==> src/rtl/prewish_dip_loader_pkg.sv <==
// prewish_dip_loader_pkg: shared FSM encodings, default debounce width and pin polarity helper.
package prewish_dip_loader_pkg;
    localparam logic [1:0] IDLE    = 2'b00;
    localparam logic [1:0] PRESSED = 2'b01;
    localparam logic [1:0] EMIT    = 2'b10;
    localparam int DEFAULT_DEBOUNCE_BITS = 16;
    function automatic logic [7:0] normalize(input logic [7:0] pins, input bit active_low);
        return active_low ? ~pins : pins;
    endfunction
endpackage

==> src/rtl/prewish_dip_loader_debounce.sv <==
// prewish_debounce: 2-flop synchronizer plus run-length debouncer; o_level is 1 while pressed.
module prewish_debounce import prewish_dip_loader_pkg::*; #(
    parameter int DEBOUNCE_BITS = DEFAULT_DEBOUNCE_BITS,
    parameter bit ACTIVE_LOW    = 1'b1
) (
    input  logic CLK_I,
    input  logic RST_I,
    input  logic i_raw,
    output logic o_level
);
    logic s1, s2, sync;
    logic [DEBOUNCE_BITS-1:0] cnt;
    assign sync = s2 ^ ACTIVE_LOW;
    // a flip needs 2^DEBOUNCE_BITS consecutive samples that disagree with o_level
    always_ff @(posedge CLK_I or negedge RST_I) begin
        if (!RST_I) begin
            s1      <= ACTIVE_LOW;
            s2      <= ACTIVE_LOW;
            cnt     <= '0;
            o_level <= 1'b0;
        end else begin
            s1 <= i_raw;
            s2 <= s1;
            if (sync == o_level) begin
                cnt <= '0;
            end else if (&cnt) begin
                o_level <= sync;
                cnt     <= '0;
            end else begin
                cnt <= cnt + 1'b1;
            end
        end
    end
endmodule

==> src/rtl/prewish_dip_loader.sv <==
// prewish_dip_loader: snapshots the DIP bank on each debounced LOAD release and emits it with a one-cycle strobe.
module prewish_dip_loader import prewish_dip_loader_pkg::*; #(
    parameter int DEBOUNCE_BITS  = DEFAULT_DEBOUNCE_BITS,
    parameter bit DIP_ACTIVE_LOW = 1'b1,
    parameter bit BTN_ACTIVE_LOW = 1'b1
) (
    input  logic       CLK_I,
    input  logic       RST_I,
    input  logic [7:0] i_dip,
    input  logic       i_load_btn,
    output logic       STB_O,
    output logic [7:0] DAT_O,
    output logic       o_alive
);
    logic [7:0] dip_s1, dip_s2;
    logic [1:0] state;
    logic       level;
    prewish_debounce #(.DEBOUNCE_BITS(DEBOUNCE_BITS), .ACTIVE_LOW(BTN_ACTIVE_LOW)) u_btn (
        .CLK_I(CLK_I), .RST_I(RST_I), .i_raw(i_load_btn), .o_level(level)
    );
    assign o_alive = level;
    // STB_O is registered off EMIT, so it is high the cycle after EMIT
    always_ff @(posedge CLK_I or negedge RST_I) begin
        if (!RST_I) begin
            dip_s1 <= {8{DIP_ACTIVE_LOW}};
            dip_s2 <= {8{DIP_ACTIVE_LOW}};
            state  <= IDLE;
            STB_O  <= 1'b0;
            DAT_O  <= 8'h00;
        end else begin
            dip_s1 <= i_dip;
            dip_s2 <= dip_s1;
            STB_O  <= state == EMIT;
            state  <= state == IDLE    ? (level ? PRESSED : IDLE) :
                      state == PRESSED ? (level ? PRESSED : EMIT) : IDLE;
            if (state == PRESSED && !level)
                DAT_O <= normalize(dip_s2, DIP_ACTIVE_LOW);
        end
    end
endmodule

==> config.mk <==
export PLATFORM = sky130hd
export DESIGN_NAME = prewish_dip_loader
export DESIGN_NICKNAME = d
export VERILOG_FILES = /design/src/rtl/prewish_dip_loader_pkg.sv /design/src/rtl/prewish_dip_loader_debounce.sv /design/src/rtl/prewish_dip_loader.sv
export SDC_FILE = /design/constraint.sdc
export NUM_CORES = 1
export LEC_CHECK = 0
export CAP_MARGIN = 0
export CORE_UTILIZATION = 57
export CTS_CLUSTER_SIZE = 40
export DETAILED_ROUTE_END_ITERATION = 10
export GPL_ROUTABILITY_DRIVEN = 0
export PLACE_DENSITY = 0.82
export SLEW_MARGIN = 20
export SYNTH_ARGS = -nofsm -noshare
export SYNTH_HDL_FRONTEND = slang
export SYNTH_SLANG_ARGS = --single-unit
==> constraint.sdc <==
create_clock -name CLK_I -period 3 [get_ports CLK_I]
set_input_delay 0.6 -clock CLK_I [delete_from_list [all_inputs] [get_ports CLK_I]]
set_output_delay 0.6 -clock CLK_I [all_outputs]
set_load 0.01 [all_outputs]
==> flow_summary_export.csv, run 1 <==
group,metric,value,unit
run_status,outcome,"complete, no violations",
sta,fmax,521.6,MHz
sta,setup_viol_count_final,0,
finish,final_nets,170,
cts,numCtsBuffers,5,
sta,final.period_utilization,0.6390,
finish,antenna_cells,0,
grt,antenna_found_initial,0,
job,cap_viol_max_count,0,
synthesis,seq_area_frac_synth,0.6979,
synthesis,syn_area,1682,sq um
sta,max_slew.worst_pin.slew,0.9634,ns
min_path,hp-class,"reg2reg",
die,io_pins,21,
power_and_ir_drop,power,1.047,mW
synthesis,synth_nets,145,
setup_path,cp-endpoint,"o_alive",
detailed_routing,wl_met3,78,um
cts,cts-root-buf,"clkbuf_4",
setup_path,rr_startpoint,"u_btn.cnt[0]$_DFF_PN0_",
finish,final_util,0.7117,
setup_path,crit_path_end_kind,"output pin",
finish,multi_input_area,474.2,sq um
place,hpwl,1794,um
sta,finalHoldViolCount,0,
place,place_inst,182,
detailed_routing,num_vias,1004,
grt,grt_usage,0.1950,
cts,insertion_delay,0.35,ns
min_path,hold_path_depth,0,
detailed_routing,drtPass1Iterations,4,
detailed_routing,route.detailed.drc,0,
sta,fin_tns_setup,0,ns
die,die_area,3171,sq um
detailed_routing,drt_iter0_markers,41,
synthesis,ys_ff_latch,46,
setup_path,reg2reg_depth,5,
sta,fin_skew,0.005019,ns
synthesis,synth_cells,133,
die,core_area,2781,sq um
detailed_routing,wl_met1,1132,um
sta,min_period,1.917,ns
grt,grt_pass1_vias,1027,
sta,rsz0062_at_grt,"false",
grt,grt_pass1_wl,4547,um
place,pre_cts_slack,1.455,ns
sta,setup_ws,1.083,ns
synthesis,yosysUniqueCellTypes,22,
setup_path,rrSetupSlack,1.40,ns
power_and_ir_drop,power_density,528.9,nW/um^2
setup_path,worstPathRequired,2.40,ns
detailed_routing,final_antenna_net_count,0,
setup_path,cpMaxStageDelayCell,"clkdlybuf4s50_1",
die,die_x,56.32,um
cts,postCtsSetupRepairBufs,0,
setup_path,crit_buf_inv,1,
setup_path,timing.rr.end,"u_btn.cnt[10]$_DFF_PN0_",
setup_path,crit_fanout,4,
synthesis,synth_warnings,0,
setup_path,worstPathArrival,1.32,ns
detailed_routing,wl_met2,1369,um
grt,grt_remaining_overflow,0,
cts,cts_max_level,2,
detailed_routing,top_layer_used,"met4",
die,row_count,19,
power_and_ir_drop,irDropWorstVdd,0.5492,mV
cts,cts_hold_buf,0,
detailed_routing,wl_per_cell,13.84,um
power_and_ir_drop,power.leakage,0.8245,nW
finish,stdcell_count,190,
cts,clockBufferDepth,2,
setup_path,critical_path.top_delay_family,"buffers and inverters",
detailed_routing,vias_per_cell,5.284,
setup_path,crit_type,"reg2out",
detailed_routing,wirelength,2629,um
finish,fillers,182,
sta,drv_slew,0,
finish,ff_latch_area,1174,sq um
finish,drive_gt1_frac,0.1887,
grt,grt_max_degree,47,
setup_path,path_cells,"clkdlybuf4s50_1",
finish,area_growth,17.71,%
sta,slew_headroom,0.3577,
setup_path,critPathMaxStageDelay,0.55,ns
setup_path,worst_setup_path_start_kind,"flip-flop",
setup_path,cp.depth,1,
cts,cts_tree,"built",
place,port_buffers,20,
synthesis,synth_area_per_cell,12.64,sq um
cts,cts-resized-gates,0,
cts,cts_sinks,46,
setup_path,cp-startpoint,"u_btn.o_level$_DFFE_PN0P_",
die,initial_core_util,0.6046,
cts,clkTransAtPathRegs,0.12,ns
die,die_h,56.32,um
-- metal layers --
metal  vias to the layer above  GRT usage
met3                         6    0.07834
met1                       493     0.2355
met2                        15     0.3180
li1                        490          -
met4                         0    0.06969
met5                         -          0
-- Yosys cell counts, drive strengths merged --
master / n / area share
xnor2: 12 / 0.062
ha: 1 / 0.0074
mux2i: 1 / 0.0060
nor4: 6 / 0.022
nand2: 13 / 0.029
nand4: 3 / 0.020
nor2: 21 / 0.047
xor2: 3 / 0.016
dfrtp: 28 / 0.42
inv: 5 / 0.011
nor2b: 1 / 0.0037
dfstp: 18 / 0.28
a41o: 1 / 0.0067
clkbuf: 1 / 0.0022
nor3: 3 / 0.012
o21ai: 8 / 0.024
nand3: 6 / 0.021
and4: 1 / 0.0052
buf: 1 / 0.0067
-- power breakdown --
| part | switching (mW) | internal [mW] | leakage, nW |
|---|---|---|---|
| logic | 0.0202 | 0.0148 | 0.208 |
| clock network | 0.184 | 0.176 | 0.0385 |
| registers | 0.00657 | 0.645 | 0.578 |
-- through the flow --
stage / cell area, sq um / hold WS (ns)
after global routing: 1979 / 0.3670
after floorplan: 1682 / 0.3044
after detailed placement: 1901 / 0.3476
after CTS: 1979 / 0.3648
after global placement: 1901 / 0.3454
final: 1979 / 0.3643
-- placed cells by master (no fill, tap or decap) --
master / synthesis / layout
a41o_2: 1 / 1
and4_1: 1 / 1
buf_2: 0 / 1
bufinv_16: 0 / 1
clkbuf_1: 1 / 1
clkbuf_4: 0 / 5
clkdlybuf4s50_1: 0 / 19
clkinvlp_4: 0 / 1
dfrtp_1: 28 / 28
dfstp_2: 18 / 18
ha_1: 1 / 1
inv_1: 5 / 5
mux2i_1: 1 / 1
nand2_1: 13 / 13
nand3_1: 5 / 5
nand3_2: 1 / 1
nand4_1: 2 / 2
nand4_4: 1 / 1
nor2_1: 21 / 21
nor2b_1: 1 / 1
nor3_1: 2 / 2
nor3_2: 1 / 1
nor4_1: 6 / 6
o21ai_0: 8 / 8
xnor2_1: 12 / 12
xor2_1: 3 / 3
-- sequential cells by signal, summed over array words and instances (netlist names) --
register / cells
DAT_O: 8
state: 2
dip_s2: 8
u_btn.s1: 1
STB_O: 1
u_btn.cnt: 16
u_btn.s2: 1
u_btn.o_level: 1
dip_s1: 8
-- worst min-delay path by stage --
stage / start / to / slack, ns
finish: dip_s1[1]$_DFF_PN1_ / dip_s2[1]$_DFF_PN1_ / 0.36
global route: dip_s1[5]$_DFF_PN1_ / dip_s2[5]$_DFF_PN1_ / 0.37
CTS: dip_s1[2]$_DFF_PN1_ / dip_s2[2]$_DFF_PN1_ / 0.36
detailed placement: dip_s1[5]$_DFF_PN1_ / dip_s2[5]$_DFF_PN1_ / 0.35
global placement: dip_s1[1]$_DFF_PN1_ / dip_s2[1]$_DFF_PN1_ / 0.35
floorplan: RST_I / DAT_O[0]$_DFFE_PN0N_ / 0.30
-- cells by family (layout without fill, tap and decap cells) --
| family | count (synthesis) | after routing | share of synthesized area |
|---|---|---|---|
| DFF | 46 | 46 | 0.6979 |
| muxes | 1 | 1 | 0.005953 |
| AOI/OAI and AO/OA | 9 | 9 | 0.03051 |
| adders and majority gates | 1 | 1 | 0.007439 |
| buffers and inverters | 7 | 33 | 0.02009 |
| xor gates and xnor gates | 15 | 15 | 0.07813 |
| and+or+nand+nor | 54 | 54 | 0.1600 |
-- final cells by class --
type	count	area share
multi-input cells	80	0.2396
inverters	5	0.009482
clock inverters	2	0.01896
clock buffers	6	0.02086
well taps	31	0.01960
repair buffers	20	0.09861
flip-flops and latches	46	0.5929
Power figures use the tool's default switching activity.
==> run 2, diff against run 1 <==
- CORE_UTILIZATION: 57 -> 48
- PLACE_DENSITY: 0.82 -> 0.73
- clock period: 3 -> 1.7 ns (I/O delays scaled with it)
==> flow_summary_export.csv, run 2 (synthesized netlist as in run 1, its figures left out) <==
group,metric,value,unit
cts,clockBufferDepth,2,
finish,layout_commonest_cell,"dfrtp_1",
detailed_routing,num_vias,1025,
setup_path,worstPathRequired,1.36,ns
sta,min_period,1.629,ns
sta,final.period_utilization,0.9582,
sta,fin_hold_ws,0.3647,ns
setup_path,worstPathArrival,1.29,ns
sta,rsz0062_at_grt,"false",
die,io_pins,21,
setup_path,crit_fanout,2,
detailed_routing,route.detailed.drc,0,
cts,cts_sinks,46,
detailed_routing,final_antenna_net_count,0,
setup_path,path_cells,"clkdlybuf4s50_1",
cts,insertion_delay,0.36,ns
power_and_ir_drop,irDropWorstVdd,0.7001,mV
setup_path,rrSetupSlack,0.15,ns
grt,grt_max_degree,26,
sta,fin_skew,0.01218,ns
die,row_count,21,
sta,finalHoldViolCount,0,
finish,top_register,"u_btn.cnt",
setup_path,crit_buf_inv,1,
finish,antenna_cells,0,
setup_path,worst_setup_path_start_kind,"flip-flop",
die,core_area,3337,sq um
finish,area_growth,20.83,%
finish,mostFrequentLayoutCells,"dfrtp_1, nor2_1, clkdlybuf4s50_1",
cts,cts_tree,"built",
detailed_routing,vias_per_cell,4.904,
detailed_routing,wl_per_cell,13.01,um
grt,grt_pass1_wl,4257,um
setup_path,critPathMaxStageDelay,0.56,ns
place,place_inst,199,
finish,final_nets,174,
sta,slew_headroom,0.6339,
finish,largest_reg_flops,16,
detailed_routing,drt_iter0_markers,25,
sta,drv_slew,0,
detailed_routing,drtPass1Iterations,4,
detailed_routing,wirelength,2719,um
cts,cts-root-buf,"clkbuf_4",
power_and_ir_drop,power.leakage,0.8462,nW
finish,stdcell_count,209,
place,dpl-instance-area,1947,sq um
grt,grt_pass1_vias,1009,
place,hpwl,1859,um
cts,cts_max_level,2,
run_status,outcome,"complete, no violations",
setup_path,crit_type,"reg2out",
power_and_ir_drop,power_density,852.2,nW/um^2
die,die_h,61.19,um
setup_path,cpMaxStageDelayCell,"clkdlybuf4s50_1",
finish,drive_gt1_frac,0.2086,
die,die_area,3744,sq um
setup_path,crit_path_end_kind,"output pin",
cts,clkTransAtPathRegs,0.14,ns
job,cap_viol_max_count,0,
die,die_x,61.19,um
setup_path,critical_path.top_delay_family,"buffers and inverters",
die,initial_core_util,0.5039,
grt,antenna_found_initial,0,
sta,setup_viol_count_final,0,
finish,final_area,2032,sq um
sta,fin_tns_setup,0,ns
cts,numCtsBuffers,5,
sta,fmax,613.9,MHz
grt,grt_remaining_overflow,0,
sta,max_slew.worst_pin.slew,0.5492,ns
place,port_buffers,20,
grt,grt_usage,0.1667,
min_path,hp-class,"reg2reg",
## run 2: cell types whose count changed in the layout (fill, tap and decap cells not counted)
cell and delta:
inv_4 +1, buf_4 +2, clkinv_2 +1, clkbuf_1 -1, a41o_2 -1, clkinv_4 +1, dlygate4sd3_1 +1, bufinv_16 -1
buf_12 +1, clkinvlp_4 -1, a41o_4 +1
## run 2: stage by stage
step / util / worst slack (ns) / total power, mW
2_1_floorplan: - / 0.2957 / 1.185
3_3_place_gp: 0.5834 / 0.2248 / 1.233
5_1_grt: 0.6089 / 0.01927 / 1.795
3_5_place_dp: 0.5834 / 0.1495 / 1.239
6_report: 0.6089 / 0.07104 / 1.732
4_1_cts: 0.6059 / 0.05052 / 1.753
## run 2: cell type report
type	count	area, sq um
Tap cell	46	57.56
Sequential cell	46	1174
Clock buffer	5	37.54
Clock inverter	3	20.02
Inverter	5	18.77
Multi-Input combinational cell	80	484.2
Timing Repair Buffer	24	240.2
Fill cell	297	1305
## run 2: worst paths after layout
kind / start / end / cells past startpoint
setup / recovery: DAT_O[4]$_DFFE_PN0N_ / DAT_O[4] / 1
hold / removal: dip_s1[7]$_DFF_PN1_ / dip_s2[7]$_DFF_PN1_ / 0
setup reg to reg: u_btn.cnt[0]$_DFF_PN0_ / u_btn.cnt[6]$_DFF_PN0_ / 5
hold reg to reg: dip_s1[7]$_DFF_PN1_ / dip_s2[7]$_DFF_PN1_ / 0
max in group asynchronous: RST_I / u_btn.s2$_DFF_PN1_ / 3
min in group asynchronous: RST_I / DAT_O[0]$_DFFE_PN0N_ / 2
## run 2: per-layer routing
metal	part of all wire	wire length (um)	vias to the layer above	GRT usage
met2	0.53	1442	19	0.2919
met4	0.026	70	0	0.09091
li1	-	-	495	-
met3	0.043	118	8	0.06513
met1	0.40	1088	503	0.1704
met5	0	0	-	0
## run 2: timing repair
item,4_1_cts,5_1_grt
hold buffers,1,0
endpoints found under the setup margin,1,1
gates resized for setup,0,1
setup buffers,1,0
hold endpoints to repair,7,0
## run 2: where the power goes
group | leakage, nW | switching [mW] | total (mW) | internal [mW]
registers | 0.578 | 0.0117 | 1.15 | 1.14
logic | 0.233 | 0.0358 | 0.0704 | 0.0346
clock network | 0.0355 | 0.348 | 0.511 | 0.163
total | 0.846 | 0.396 | 1.73 | 1.34
